## src/rtl/lcd_bus_responder.sv

```systemverilog
// -----------------------------------------------------------------------------
// lcd_bus_responder
//
// Panel side of an HD44780-style character-LCD bus. Decodes instruction and
// data writes into an internal DDRAM and answers status and data reads.
// Intended as an on-chip LCD model for controller bring-up and as a bus
// target in system simulation.
//
// Parameters
//   DDRAM_DEPTH   DDRAM size in bytes (address counter is 7 bits, <= 128)
//   BUSY_CYCLES   busy time after a data write or an ordinary instruction
//   CLEAR_CYCLES  busy time after clear/return-home (>= DDRAM_DEPTH, so the
//                 clear sweep always finishes inside the busy window)
//
// Ports
//   clk          clock; every bus input is synchronous to it
//   rst          synchronous reset, active-high
//   lcd_rs       register select: 0 = instruction/status, 1 = data
//   lcd_rw       0 = write, 1 = read
//   lcd_en       enable; a transfer completes on its falling edge
//   lcd_data_i   write data from the controller
//   lcd_data_o   read data to the controller (0 when not driving)
//   lcd_data_oe  drive enable for lcd_data_o
//   busy         busy flag (also bit 7 of a status read)
//   ddram_addr   current address counter
//   cmd_err      one-cycle pulse on a rejected or illegal transfer
//
// Optional feature (macro LCD_RESP_SCAN_PORT_EN)
//   Adds scan_addr (in, 7) and scan_data (out, 8): a side read port that
//   returns mem[scan_addr] one cycle later, 0x00 for addresses beyond the
//   DDRAM. It ignores bus traffic; a same-cycle bus write returns the old byte.
//
// Bus handshake
//   rs/rw/data are captured on every cycle lcd_en is high. The transfer
//   completes at the strobe (lcd_en registered high, now low) and acts on the
//   values captured in the last en-high cycle. A strobe is accepted only when
//   the busy counter is zero in the strobe cycle itself; the resulting
//   ddram_addr/busy change is visible in the following cycle.
// -----------------------------------------------------------------------------
module lcd_bus_responder #(
  parameter int DDRAM_DEPTH  = 80,
  parameter int BUSY_CYCLES  = 37,
  parameter int CLEAR_CYCLES = 1520
) (
  input  logic       clk,
  input  logic       rst,
  input  logic       lcd_rs,
  input  logic       lcd_rw,
  input  logic       lcd_en,
  input  logic [7:0] lcd_data_i,
  output logic [7:0] lcd_data_o,
  output logic       lcd_data_oe,
  output logic       busy,
  output logic [6:0] ddram_addr,
  output logic       cmd_err
`ifdef LCD_RESP_SCAN_PORT_EN
  ,
  input  logic [6:0] scan_addr,
  output logic [7:0] scan_data
`endif
);

  // Counter must hold the longest busy load.
  localparam int CMAX = (CLEAR_CYCLES > BUSY_CYCLES) ? CLEAR_CYCLES : BUSY_CYCLES;
  localparam int CW   = $clog2(CMAX + 1);

  localparam logic [CW-1:0] LD_BUSY   = CW'(BUSY_CYCLES);
  localparam logic [CW-1:0] LD_CLEAR  = CW'(CLEAR_CYCLES);
  localparam logic [CW-1:0] LD_RESET  = CW'(DDRAM_DEPTH);
  localparam logic [7:0]    DEPTH8    = 8'(DDRAM_DEPTH);
  localparam logic [6:0]    LAST_ADDR = 7'(DDRAM_DEPTH - 1);
  localparam logic [7:0]    BLANK     = 8'h20;

  // IDLE: no command in flight. EXEC: the cycle in which an accepted
  // command's effects (address, memory, busy load) first become visible.
  // WAIT: busy counter running down.
  typedef enum logic [1:0] {
    ST_IDLE = 2'd0,
    ST_EXEC = 2'd1,
    ST_WAIT = 2'd2
  } state_t;

  state_t        state;

  // Bus capture
  logic          en_q;
  logic          cap_rs;
  logic          cap_rw;
  logic [7:0]    cap_d;

  // Core state
  logic [CW-1:0] count;
  logic [6:0]    addr;
  logic          id;          // 1 = increment, 0 = decrement
  logic          sweep_on;    // blank-fill of DDRAM in progress
  logic [6:0]    sweep_ptr;
  logic          oe_q;
  logic [7:0]    rd_q;
  logic          err_q;

  logic [7:0]    mem [DDRAM_DEPTH];

  // Decode results
  logic          strobe;
  logic          busy_now;
  logic [6:0]    addr_step;
  logic [6:0]    nxt_addr;
  logic          nxt_id;
  logic          cnt_load;
  logic [CW-1:0] cnt_val;
  logic          sweep_go;
  logic          mem_we;
  logic          err_nxt;
  logic          exec_go;

  assign strobe   = en_q & ~lcd_en;
  assign busy_now = (count != '0);

  // Address counter step with wrap in both directions.
  always_comb begin
    addr_step = addr;
    if (id) begin
      addr_step = (addr == LAST_ADDR) ? 7'd0 : addr + 7'd1;
    end else begin
      addr_step = (addr == 7'd0) ? LAST_ADDR : addr - 7'd1;
    end
  end

  // Transfer decode. Instruction writes are classified by their highest set
  // bit; a status read strobe is accepted silently and changes nothing.
  always_comb begin
    nxt_addr = addr;
    nxt_id   = id;
    cnt_load = 1'b0;
    cnt_val  = '0;
    sweep_go = 1'b0;
    mem_we   = 1'b0;
    err_nxt  = 1'b0;
    exec_go  = 1'b0;
    if (strobe) begin
      if (busy_now) begin
        // Writes and data reads are rejected while busy; status reads are not.
        err_nxt = ~cap_rw | cap_rs;
      end else if (!cap_rw) begin
        exec_go = 1'b1;
        if (cap_rs) begin
          mem_we   = 1'b1;
          nxt_addr = addr_step;
          cnt_load = 1'b1;
          cnt_val  = LD_BUSY;
        end else begin
          casez (cap_d)
            8'b1???_????: begin
              cnt_load = 1'b1;
              cnt_val  = LD_BUSY;
              if ({1'b0, cap_d[6:0]} >= DEPTH8) begin
                nxt_addr = 7'd0;
                err_nxt  = 1'b1;
              end else begin
                nxt_addr = cap_d[6:0];
              end
            end
            8'b0000_0001: begin
              nxt_addr = 7'd0;
              nxt_id   = 1'b1;
              sweep_go = 1'b1;
              cnt_load = 1'b1;
              cnt_val  = LD_CLEAR;
            end
            8'b0000_001?: begin
              nxt_addr = 7'd0;
              cnt_load = 1'b1;
              cnt_val  = LD_CLEAR;
            end
            8'b0000_01??: begin
              nxt_id   = cap_d[1];
              cnt_load = 1'b1;
              cnt_val  = LD_BUSY;
            end
            8'b0000_0000: begin
              // no-op: no busy period
              cnt_load = 1'b0;
            end
            default: begin
              cnt_load = 1'b1;
              cnt_val  = LD_BUSY;
            end
          endcase
        end
      end else if (cap_rs) begin
        // Accepted data read: post-step the address, no busy period.
        exec_go  = 1'b1;
        nxt_addr = addr_step;
      end
    end
  end

  // Control state, bus capture and registered read path.
  always_ff @(posedge clk) begin
    if (rst) begin
      state     <= ST_WAIT;
      en_q      <= 1'b0;
      cap_rs    <= 1'b0;
      cap_rw    <= 1'b0;
      cap_d     <= 8'h00;
      count     <= LD_RESET;
      addr      <= 7'd0;
      id        <= 1'b1;
      sweep_on  <= 1'b1;
      sweep_ptr <= 7'd0;
      oe_q      <= 1'b0;
      rd_q      <= 8'h00;
      err_q     <= 1'b0;
    end else begin
      en_q <= lcd_en;
      if (lcd_en) begin
        cap_rs <= lcd_rs;
        cap_rw <= lcd_rw;
        cap_d  <= lcd_data_i;
      end

      oe_q  <= lcd_en & lcd_rw;
      rd_q  <= busy_now ? 8'h00 : mem[addr];
      err_q <= err_nxt;

      addr <= nxt_addr;
      id   <= nxt_id;

      // A load only happens on an accepted strobe, i.e. with count at zero,
      // so it never competes with the decrement.
      if (cnt_load) begin
        count <= cnt_val;
      end else if (busy_now) begin
        count <= count - CW'(1);
      end

      if (sweep_go) begin
        sweep_on  <= 1'b1;
        sweep_ptr <= 7'd0;
      end else if (sweep_on) begin
        if (sweep_ptr == LAST_ADDR) begin
          sweep_on <= 1'b0;
        end
        sweep_ptr <= sweep_ptr + 7'd1;
      end

      case (state)
        ST_IDLE: begin
          if (exec_go) state <= ST_EXEC;
        end
        ST_EXEC: begin
          state <= ST_WAIT;
        end
        ST_WAIT: begin
          if (exec_go) begin
            state <= ST_EXEC;
          end else if (!busy_now) begin
            state <= ST_IDLE;
          end
        end
        default: begin
          state <= ST_IDLE;
        end
      endcase
    end
  end

  // DDRAM write port. The sweep only runs while busy and bus writes are only
  // accepted while not busy, so the two sources never collide.
  always_ff @(posedge clk) begin
    if (!rst) begin
      if (sweep_on) begin
        mem[sweep_ptr] <= BLANK;
      end else if (mem_we) begin
        mem[addr] <= cap_d;
      end
    end
  end

`ifdef LCD_RESP_SCAN_PORT_EN
  always_ff @(posedge clk) begin
    if (rst) begin
      scan_data <= 8'h00;
    end else if ({1'b0, scan_addr} < DEPTH8) begin
      scan_data <= mem[scan_addr];
    end else begin
      scan_data <= 8'h00;
    end
  end
`else
  // Without the scan port the DDRAM is visible only through bus data reads.
`endif

  // Status reads are live; data reads come from the registered read path.
  assign lcd_data_o  = oe_q ? (cap_rs ? rd_q : {busy_now, addr}) : 8'h00;
  assign lcd_data_oe = oe_q;
  assign busy        = busy_now;
  assign ddram_addr  = addr;
  assign cmd_err     = err_q;

endmodule

```

## config.mk

```make
export PLATFORM = sky130hd
export DESIGN_NAME = lcd_bus_responder
export DESIGN_NICKNAME = d
export VERILOG_FILES = /design/src/rtl/lcd_bus_responder.sv
export SDC_FILE = /design/constraint.sdc
export NUM_CORES = 1
export LEC_CHECK = 0
export CAP_MARGIN = 40
export CORE_MARGIN = 2
export CORE_UTILIZATION = 32
export DETAILED_ROUTE_END_ITERATION = 7
export MAX_ROUTING_LAYER = met4
export PLACE_DENSITY = 0.5
export SLEW_MARGIN = 10
export SYNTH_ARGS = -nofsm -noshare
export SYNTH_HDL_FRONTEND = slang
export SYNTH_SLANG_ARGS = --single-unit
```

## constraint.sdc

```tcl
create_clock -name clk -period 12.8 [get_ports clk]
set_input_delay 2.56 -clock clk [delete_from_list [all_inputs] [get_ports clk]]
set_output_delay 2.56 -clock clk [all_outputs]
set_load 0.1 [all_outputs]
```

# After elaboration in Yosys (flattened, before gate mapping)

Memory sizes are Yosys's and may differ from the RTL's. A register that Yosys moved wholly into a read port is not among the register bits.
Index checks and enable logic that the tools add are counted.

Add/sub/neg operators: 4
$lt $le $gt $ge: 1
Eq/ne operators: 6
Multiplexer cells: 49
Bitwise gates (word level): 8
Reductions and logical operators: 13

Operator list:

| operator                                                               | number |
|---|---|
| 11-bit 2-to-1 mux                                                      | 6 |
| 7-bit 2-to-1 mux                                                       | 8 |
| 1-bit 2-to-1 mux                                                       | 29 |
| 8-bit 2-to-1 mux                                                       | 3 |
| 11-bit one-hot mux with 2 select lines                                 | 1 |
| 7-bit by 1-bit adder with 7-bit output (second input constant)         | 2 |
| 7-bit equality test (second input constant)                            | 2 |
| 7-bit one-hot mux with 2 select lines                                  | 1 |
| 11-bit nonzero test                                                    | 1 |
| 11-bit by 1-bit subtractor with 11-bit output (second input constant)  | 1 |
| 8-bit by 1-bit equality test with 1-bit output (second input constant) | 1 |
| 8-bit zero test                                                        | 1 |
| 2-bit OR reduction                                                     | 4 |
| 8-bit OR reduction                                                     | 1 |
| 7-bit by 1-bit equality test with 1-bit output (second input constant) | 1 |
| 7-bit greater-or-equal comparator (second input constant)              | 1 |
| 7-bit zero test                                                        | 1 |
| 7-bit by 1-bit subtractor with 7-bit output (second input constant)    | 1 |
| 6-bit by 1-bit equality test with 1-bit output (second input constant) | 1 |
| 1-bit inverter                                                         | 5 |
| 5-bit AND reduction                                                    | 1 |
| 4-bit AND reduction                                                    | 1 |
| 2-bit nonzero test                                                     | 2 |
| 3-bit nonzero test                                                     | 1 |
| 4 further kinds                                                        | 5 |

Bits in registers: 40
RAM bits: 640
Input port bits: 13
Word-level logic and storage cells: 93
Memories kept: 1

Memories:

| name | depth | width | read ports | clocked after Yosys merged registers in | write ports | RTL line | RTL |
|---|---|---|---|---|---|---|---|
| mem  | 80    | 8     | 1          | 1                                       | 1           | 101      | `logic [7:0] mem [DDRAM_DEPTH];` |

# Longest topological paths before layout

Gate-level depths: netlist of the first run.

Word-level depth: 10
Gate-level depth with buffers: 10
Gate-level depth less buffers: 7

# Worst setup path after synthesis of the first run

No wires, ideal clock.

Kind: input port to flip-flop
From: in rst
To: mem mem[0][1] (data pin)
Library setup time: 0.797 ns
Arrival: 6.321 ns
Required time: 12.003 ns
Setup slack: 5.681 ns
Stages on the path: 4
Cell sequence: clkbuf_1 nor3b_1 nand3_1 nor3_1

Word-level cells in the longest chain between the ends: 4

RTL lines:

| item                                   | RTL line | RTL |
|---|---|---|
| start, declared                        | 46       | `input logic rst,` |
| 1-bit 2-to-1 mux                       | 271      | `if (!rst) begin` |
| 1-bit 2-to-1 mux (implied by the code) | 275      | `mem[addr] <= cap_d;` |
| 8-bit OR reduction (no source line)    | -        |  |
| 8-bit 2-to-1 mux (no source line)      | -        |  |
| end, declared                          | 101      |  |

No other way between the ends.

# Final worst setup path of the first run

From: in lcd_en
To: mem mem[6][5], enable pin

Word-level cells in the longest chain between the ends: 9
Elaborated cells between the ends (all ways): 10
Classes of those cells: mux: 7; bitwise: 2; reduce/logical: 1

RTL lines:

| item                                                                         | RTL line | RTL |
|---|---|---|
| start, declared                                                              | 49       | `input logic lcd_en,` |
| 1-bit inverter *                                                             | 116      | `assign strobe = en_q & ~lcd_en;` |
| 1-bit bitwise AND *                                                          | 116      |  |
| 1-bit 2-to-1 mux *                                                           | 140      | `if (strobe) begin` |
| 1-bit 2-to-1 mux *                                                           | 274      | `end else if (mem_we) begin` |
| 1-bit 2-to-1 mux *                                                           | 272      | `if (sweep_on) begin` |
| 1-bit 2-to-1 mux *                                                           | 271      |  |
| 1-bit 2-to-1 mux (implied by the code) *                                     | 275      |  |
| 8-bit OR reduction (no source line)                                          | -        |  |
| 7-bit 2-to-1 mux (no source line) / 1-bit 2-to-1 mux (equally long branches) | -        |  |

Every way passes the cells marked *; elsewhere a longest branch is shown, timed or not.

==> flow_summary.json, run 1 <==
{
  "nets": 1661,
  "drtIter0Drc": 2010,
  "syn_area_um2": 28200,
  "rsz0062_at_grt": "no",
  "yosys-top-cells-area": "edfxtp_1, mux4_2, mux2i_1",
  "synth_seq_cells": 688,
  "r2r-start": "count[5]",
  "dieArea_um2": 90500,
  "ys_warn_count": 0,
  "synth_edf_count": 640,
  "hpwl_um": 50400,
  "track_usage": 0.176,
  "cts-hold-fix-buffers": 0,
  "crit_type": "input pin to register",
  "finalPower_w": 0.00473,
  "end_kind": "register",
  "num_antenna_cells": 0,
  "hold_violations": 0,
  "async_flop_share": 0,
  "dieHeight_um": 301,
  "ys_seq_area_frac": 0.716,
  "min_from": "count[1]",
  "synthAdderAreaFrac": 0.00222,
  "postSynthCellCount": 1565,
  "final_antenna_net_count": 0,
  "clk_pin_slew_ns": 0.06,
  "totalWireLength_um": 77100,
  "core_area_um2": 87000,
  "insertion_delay_ns": 0.62,
  "synth_nets": 1583,
  "finalCritPeriodShare": 0.469,
  "grt_max_degree": 57,
  "yosysUniqueCellTypes": 75,
  "min_path_cells": 2,
  "die-width_um": 301,
  "synth-compound-area-share": 0.0382,
  "min_period_ns": 6.00,
  "gp_congestion": 0.852,
  "crit_path_start_kind": "input pin",
  "syn_to_final_growth_pct": 15.5,
  "cts_tree": "built",
  "grt_overflow_total": 0,
  "max_freq_mhz": 167,
  "synth_top_area_share": 0.682,
  "worstPathMaxFanout": 13,
  "synth_xor_area_frac": 0.00559,
  "htree_num_levels": 3,
  "floorplan.initialDensity": 0.324,
  "viasPerCell": 5.32,
  "finalNonFillerCells": 2856,
  "setup_slack_ns": 6.80,
  "cts_setup_buffers": 0,
  "p_leak_nw": 9.29,
  "rr_worst_depth": 6,
  "relSlewSlack": 0.170,
  "post-place-ws_ns": 6.18,
  "num_rows": 108,
  "cts.sink_count": 688,
  "combPwrFrac": 0.015,
  "grt_pass1_wl_um": 111000,
  "synth_top_area_cell": "edfxtp_1",
  "synth.area.mux_share": 0.151,
  "clockPowerShare": 0.467,
  "finalSetupViolCount": 0,
  "drive_above_1_share": 0.194,
  "cts_max_path_buffers": 3,
  "tightestPinTransition_ns": 1.25,
  "first_pass_iters": 6,
  "ys.flop_type": "edfxtp_1",
  "cts_buffers": 73,
  "peakVddDrop_mv": 0.0844,
  "ff2ff_setup_slack_ns": 8.57,
  "cap_violations": 0,
  "finClkSkew_ns": 0.0220,
  "port-buffer-count": 30,
  "slew_violations": 0,
  "r2r-end": "mem[6][5]",
  "antenna_found_initial": 4,
  "root_buffer": "clkbuf_16",
  "hold_end": "count[1]",
  "power_frac_seq": 0.517,
  "cp.required_ns": 13.04,
  "pwr_density_cell_nw_per_um2": 145,
  "wire_per_inst_um": 27.0,
  "synth_top_family_by_area": "multiplexers",
  "status": "complete, no violations",
  "synth.avg_cell_area_um2": 18.0,
  "drc": 0,
  "hold_path.class": "register to register",
  "via_count": 15193,
  "swShare": 0.200,
  "arrival_ns": 6.24,
  "ioPinCount": 31,
  "p_sw_w": 0.000944,
  "crit_start": "lcd_en",
  "cts_resized": 0,
  "fin_tns_setup_ns": 0,
  "dp.cells": 2723,
  "synth_simple_gate_area_share": 0.0625,
  "p_int_w": 0.00378,
  "grt_pass1_vias": 15209
}
==> synth_stat cells, types with 7 or more instances <==
cell type / n
dfxtp_1: 48
clkbuf_1: 14
nor4_1: 8
inv_1: 11
o21ai_1: 9
o21ai_0: 11
and4_1: 7
buf_2: 21
nand2b_1: 12
a22oi_1: 32
xnor2_1: 8
a31oi_1: 24
nor3_1: 26
mux2i_1: 107
nor2_1: 133
nor2b_1: 24
and3_1: 12
edfxtp_1: 640
nand2_1: 53
xor2_1: 10
buf_4: 20
mux4_2: 116
buf_6: 18
a21oi_1: 35
nand4_1: 12
a211oi_1: 9
mux4_1: 19
nand3_1: 27
==> worst max path at each step <==
| stage | depth (start not counted) | end | slack (ns) |
|---|---|---|---|
| 6_report | 6 | mem[6][5] | 6.80 |
| 5_1_grt | 6 | mem[6][7] | 6.59 |
| 4_1_cts | 6 | mem[6][5] | 6.81 |
| 3_5_place_dp | 6 | mem[22][3] | 6.18 |
| 3_3_place_gp | 6 | mem[22][3] | 6.23 |
| 2_1_floorplan | 4 | mem[0][1] | 5.68 |
==> flip-flops by register name, summed over array words and instances (netlist names) <==
signal	cells
ddram_addr	7
cap_d	8
count	11
sweep_on	1
en_q	1
cap_rw	1
rd_q	8
cap_rs	1
cmd_err	1
lcd_data_oe	1
sweep_ptr	7
mem	640
id	1
==> placed cells by master (no fill, tap or decap), types with 13 or more instances in the layout <==
master,count
a21oi_1,35
a22oi_1,28
a31oi_1,23
buf_4,31
buf_8,19
clkbuf_16,75
clkdlybuf4s50_1,30
clkinv_1,13
dfxtp_1,44
edfxtp_1,640
mux2i_1,107
mux4_1,19
mux4_2,116
nand2_1,53
nand3_1,27
nor2_1,133
nor2b_1,24
nor3_1,25
==> critical path, cell delays in order <==
cell,delay [ns]
clkdlybuf4s50_1,0.76
nor3b_1,0.42
nand3_1,0.36
nor3_2,0.49
nand2_1,0.66
a21oi_1,0.98
==> cell families (layout without fill, tap and decap cells) <==
family / Yosys count / count (layout)
buffers and inverters: 98 / 234
XOR/XNOR: 18 / 18
AND/OR/NAND/NOR: 351 / 351
adder cells (fa/ha/maj): 5 / 5
AO/OA/AOI/OAI: 157 / 157
flip-flops: 688 / 688
multiplexers: 248 / 248
==> metal layers <==
| metal | GRT usage | share of wire | vias up |
|---|---|---|---|
| li1 | - | - | 6486 |
| met1 | 0.246 | 0.45 | 8020 |
| met2 | 0.268 | 0.47 | 578 |
| met3 | 0.0305 | 0.060 | 109 |
| met4 | 0.0444 | 0.022 | 0 |
| met5 | - | 0 | - |
==> power groups by stage <==
stage,Combinational (W),Clock (W),Sequential (W)
CTS,0.0000727,0.00225,0.00244
global route,0.0000786,0.00234,0.00244
floorplan,0.0000458,0,0.00249
finish,0.0000731,0.00221,0.00244
detailed placement,0.0000723,0,0.00249
global placement,0.0000686,0,0.00249
==> per-stage QoR <==
step | instance area, um^2 | utilization | hold slack, ns
global placement | 29500 | 0.340 | 0.502
detailed placement | 30100 | 0.346 | 0.512
CTS | 32600 | 0.374 | 0.526
finish | 32600 | 0.374 | 0.535
global route | 32600 | 0.374 | 0.595
floorplan | 28200 | - | 0.480
==> layout make-up <==
type / count / area (um^2)
Fill cell: 7999 / 54400
Sequential cell: 688 / 20200
Multi-Input combinational cell: 779 / 7360
Clock buffer: 86 / 1920
Tap cell: 1155 / 1450
Timing Repair Buffer: 88 / 1030
Clock inverter: 47 / 578
Inverter: 13 / 53.8
Note: power is estimated with default switching activity, not from simulation.
==> inputs of run 2 (changes only) <==
==> constraint.sdc (replaced) <==
create_clock -name clk -period 6.2 [get_ports clk]
set_input_delay 1.24 -clock clk [delete_from_list [all_inputs] [get_ports clk]]
set_output_delay 1.24 -clock clk [all_outputs]
set_load 0.1 [all_outputs]
==> run 2 against run 1 <==
Effect of this change:
- cell count is 0.11% lower
- combinational power is 110% higher
- die area stayed put
- first-iteration DRC count is 19% lower
- non-clock buffer count is 2 higher
- hold slack better by 0.012 ns
- wire length is 1.6% lower
- power is 96% higher
- cell area is 0.93% lower
- largest power group unchanged
==> flow_summary.json, run 2 (synthesis gave the netlist of run 1 again) <==
{
  "tightestPinTransition_ns": 1.17,
  "htree_num_levels": 3,
  "final_antenna_net_count": 0,
  "min_path_cells": 2,
  "viasPerCell": 5.28,
  "cts_tree": "built",
  "track_usage": 0.174,
  "drtIter0Drc": 1634,
  "crit_path_start_kind": "input pin",
  "first_pass_iters": 7,
  "max_freq_mhz": 224,
  "clockPowerShare": 0.438,
  "cts_resized": 0,
  "grt_pass1_wl_um": 110000,
  "multi_input_area_um2": 7340,
  "pwr_density_cell_nw_per_um2": 287,
  "insertion_delay_ns": 0.61,
  "n_fill_cell": 8026,
  "port-buffer-count": 30,
  "cts-hold-fix-buffers": 0,
  "regMostFlops": "mem",
  "core_area_um2": 87000,
  "rr_worst_depth": 6,
  "combPwrFrac": 0.016,
  "floorplan.initialDensity": 0.324,
  "die-width_um": 301,
  "finClkSkew_ns": 0.0267,
  "gp_congestion": 0.861,
  "slowest_stage": "a21oi_1",
  "regArea_um2": 20200,
  "cts_max_path_buffers": 3,
  "hold_violations": 0,
  "power_frac_seq": 0.546,
  "drc": 0,
  "slew_violations": 0,
  "worstPathMaxFanout": 13,
  "syn_to_final_growth_pct": 14.5,
  "peakVddDrop_mv": 0.162,
  "wire_per_inst_um": 26.6,
  "cp.required_ns": 6.42,
  "drive_above_1_share": 0.184,
  "totalWireLength_um": 75900,
  "antenna_found_initial": 4,
  "finalPower_w": 0.00925,
  "grt_pass1_vias": 15202,
  "fin_tns_setup_ns": 0,
  "cap_violations": 0,
  "cts_buffers": 71,
  "ioPinCount": 31,
  "p_sw_w": 0.00188,
  "nets": 1661,
  "min_period_ns": 4.47,
  "cts.sink_count": 688,
  "finalSetupViolCount": 0,
  "status": "complete, no violations",
  "arrival_ns": 4.69,
  "p_leak_nw": 9.16,
  "dieHeight_um": 301,
  "relSlewSlack": 0.220,
  "p_int_w": 0.00737,
  "hpwl_um": 49300,
  "root_buffer": "clkbuf_16",
  "swShare": 0.203,
  "path_cells": "clkdlybuf4s50_1, nor3b_1, nand3_1, nor3_2, nand2_1, a21oi_1",
  "clk_pin_slew_ns": 0.06,
  "via_count": 15057,
  "grt_max_degree": 127,
  "finalCritPeriodShare": 0.720,
  "cts_setup_buffers": 0,
  "holdWs_ns": 0.547,
  "hold_path.class": "register to register",
  "slowest_delay_ns": 0.91,
  "rsz0062_at_grt": "no",
  "crit_type": "input pin to register",
  "layout_common_cells": "edfxtp_1, nor2_1, mux4_2, mux2i_1, clkbuf_16",
  "grt_overflow_total": 0,
  "dieArea_um2": 90500,
  "largest_reg_flops": 640,
  "num_rows": 108,
  "end_kind": "register",
  "layout_commonest_cell": "edfxtp_1",
  "largestRegisters": "mem: 640 flops, count: 11 flops"
}
==> run 2: changes by cell type in the layout (fill, tap and decap cells not counted), sizes merged <==
cell | previous run | this run
bufinv | 12 | 3
clkbuf | 86 | 91
inv | 17 | 14
buf | 58 | 60
clkinv | 26 | 28
clkinvlp | 5 | 3
diode | 0 | 2
==> run 2: through the flow <==
step | cell area [um^2] | utilization | setup WS [ns] | cells
floorplan | 28200 | - | 0.401 | 1565
global placement | 29600 | 0.340 | 1.08 | 2694
detailed placement | 30100 | 0.346 | 1.17 | 2723
CTS | 32200 | 0.371 | 1.79 | 2849
global route | 32300 | 0.371 | 1.54 | 2853
finish | 32300 | 0.371 | 1.73 | 2853
==> run 2: cell type report <==
class,instances,area share
sequential,688,0.626
antenna,2,0.000155
tap,1155,0.0448
inverter,13,0.00167
clock inverter,35,0.00845
clock buffer,91,0.0587
timing repair buffer,90,0.0331
multi-input combinational,779,0.227
==> run 2: per-layer routing <==
metal / part of all wire / vias up / track usage
met3: 0.062 / 116 / 0.0338
li1: - / 6479 / -
met2: 0.48 / 535 / 0.269
met5: 0 / - / -
met4: 0.020 / 0 / 0.0424
met1: 0.44 / 7927 / 0.237
==> run 2: final timing paths <==
| check | start | endpoint | slack (ns) |
|---|---|---|---|
| setup / recovery | lcd_en | mem[30][5] | 1.73 |
| hold / removal | cap_d[3] | ddram_addr[3] | 0.55 |
| setup reg to reg | count[5] | mem[30][5] | 2.31 |
| hold reg to reg | cap_d[3] | ddram_addr[3] | 0.55 |
==> run 2: power groups by stage <==
stage	Clock [W]	Sequential, W	Combinational [W]
4_1_cts	0.00413	0.00505	0.000150
5_1_grt	0.00431	0.00505	0.000163
3_5_place_dp	0	0.00514	0.000149
3_3_place_gp	0	0.00515	0.000139
6_report	0.00405	0.00505	0.000151
2_1_floorplan	0	0.00514	0.0000946
==> run 2: critical path, delay by kind of cell <==
kind	cells	cell delay [ns]
compound gates	1	0.91
buf+inv	1	0.74
simple gates	4	1.77
==> edit, RTL diff (settings of run 2) <==
Take the reset off `addr` and `rd_q` and load them in a clocked block of their own.
--- a/src/rtl/lcd_bus_responder.sv
+++ b/src/rtl/lcd_bus_responder.sv
@@ -205,10 +205,8 @@
       cap_d     <= 8'h00;
       count     <= LD_RESET;
-      addr      <= 7'd0;
       id        <= 1'b1;
       sweep_on  <= 1'b1;
       sweep_ptr <= 7'd0;
       oe_q      <= 1'b0;
-      rd_q      <= 8'h00;
       err_q     <= 1'b0;
     end else begin
@@ -221,8 +219,6 @@
 
       oe_q  <= lcd_en & lcd_rw;
-      rd_q  <= busy_now ? 8'h00 : mem[addr];
       err_q <= err_nxt;
 
-      addr <= nxt_addr;
       id   <= nxt_id;
 
@@ -264,4 +260,9 @@
       endcase
     end
+  end
+
+  always_ff @(posedge clk) begin
+    addr <= nxt_addr;
+    rd_q <= busy_now ? 8'h00 : mem[addr];
   end
 
Check against the original RTL: not settled (the Yosys comparison gave no result); the edit may change what the design does.
==> edit against run 2 <==
  * Fmax increased by 0.86%
  * Wire length decreased by 2.0%
  * Sequential cell count unchanged
  * Count of clock-buffer cells in the layout decreased by 10
  * First-iteration DRC count decreased by 6.1%
  * Power increased by 4.7%
  * Sequential share of layout area decreased by 1.6 points
  * Cell area increased by 3.0%
  * Synthesized area decreased by 0.32%
  * Die area decreased by 0.32%
  * Synthesized cell count decreased by 1.6%
  * Critical endpoint is now mem[46][6]
  * Worst setup slack improved by 0.038 ns
  * Global-route usage decreased by 0.35 points
==> edit: results (changes against run 2) <==
Outcome = complete, no violations
Metal2 WL = 35980 um (-0.37%)
Compound-Gate Fraction of Synth Area = 4.612% (+0.79 points)
Top sig layer = met4
Vias in the first global route = 15280 (+0.54%)
Share of cells above drive strength 1 = 25.54% (+7.1 points)
Syn Nets = 1558 (-1.6%)
Inst Count DP = 2768 (+1.7%)
Post-synthesis adder-cell area fraction = 0.2226% (+0.00071 points)
Comb pwr = 0.161 mW (+7%)
Routed metal-1 wirelength = 31740 um (-5.3%)
Top post-synthesis cells by count = edfxtp_1, mux2i_1, mux4_2, nor3_1, nor2_1
Met1 usage = 22.31% (-1.4 points)
GRT Util Overall = 17.04% (-0.35 points)
Clock slew at reported path FFs = 0.06 ns (about the same)
Placer congestion estimate = 0.8442 (-2.0%)
Largest cells by area after synthesis = edfxtp_1, mux4_2, mux2i_1, dfxtp_1, nor3_1
Clk pwr share = 46.2% (+2.4 points)
Grt met2 use = 26.83% (-0.059 points)
Biggest regs = mem x640, count x11
Leak Pwr = 10.27 nW (+12%)
Post_cts resized = 0 (unchanged)
GR Layer Usage met3 = 2.927% (-0.46 points)
Setup repair bufs after CTS = 0 (unchanged)
WL final = 74330 um (-2.0%)
PD cells = 291.6 nW/um^2 (+1.7%)
P_sw = 1.954 mW (+3.9%)
# port buffers = 30 (unchanged)
Syn. warnings = 0 (unchanged)
Nets = 1713 (+3.1%)
Worst slack, placed = 1.104 ns (-0.06532 ns)
Metal3 WL = 4495 um (-4.4%)
Number of synthesized flops with an enable pin = 647 (+1.1%)
Worst Max-Slew Pin Slew = 0.9049 ns (-0.2656 ns)
Synth Area in XOR/XNOR = 0.5298% (-0.029 points)
VDD IR max = 176.5 uV (+9.1%)
DR vias/cell = 5.200 (-1.5%)
Worst r2r path cells = 6 (unchanged)
Final antenna-violating net count = 0 (unchanged)
Worst hold path type = register to register
Routed len/inst = 25.53 um (-4.0%)
Largest net degree at the start of global routing = 100 (-21%)
Fin util = 38.24% (+1.2 points)
Detailed Place HPWL = 48790 um (-1.0%)
First-pass GRT wire length = 108000 um (-1.8%)
Fillers = 7804 (-2.8%)
DRC marker count from the first detailed-route iteration = 1535 (-6.1%)
Initial antenna violation count = 2 (-2)
Post-synthesis mux area share = 14.90% (-0.17 points)
Clock skew = 0.02237 ns (-0.004286 ns)
Critical Path Fanout Max = 18 (+5)
TritonRoute pass-1 iters = 5 (-2)
Worst path slowest cell = nor4_2
Post-Syn Area per Cell = 18.25 sq um (+1.3%)
Placed Area = 30710 sq um (+2.1%)
CTS buffer count = 73 (+2.8%)
Max incr delay on CP = 0.81 ns (-0.10 ns)
Register area share after synthesis = 72.05% (+0.48 points)
Synth cell types = 70 (-6.7%)
## edit: logic make-up after synthesis
family	count (synthesis)
adders and majority gates	5
and+or+nand+nor	287
AOI/OAI and AO/OA	176
DFF	688
xor gates and xnor gates	17
buffers and inverters	106
muxes	261
## edit: area by class of cell
type | instances | area share [%]
antenna | 2 | 0.01506
clock buffer | 81 | 5.717
clock inverter | 53 | 1.717
inverter | 9 | 0.1092
multi-input combinational | 746 | 22.14
sequential | 688 | 60.95
tap | 1155 | 4.350
timing repair buffer | 177 | 5.009
## edit: final timing paths
path	from	endpoint	slack [ns]
max	lcd_en	mem[46][6]	1.77
min reg2reg	count[10]	count[10]	0.50
max reg2reg	cap_rs	mem[46][6]	2.02
min	count[10]	count[10]	0.50
## edit: tightest hold or removal path, cell delays in order (launching register included)
cell and delay, ns:
dfxtp_1 0.33, o21ai_0 0.07, a21oi_1 0.06
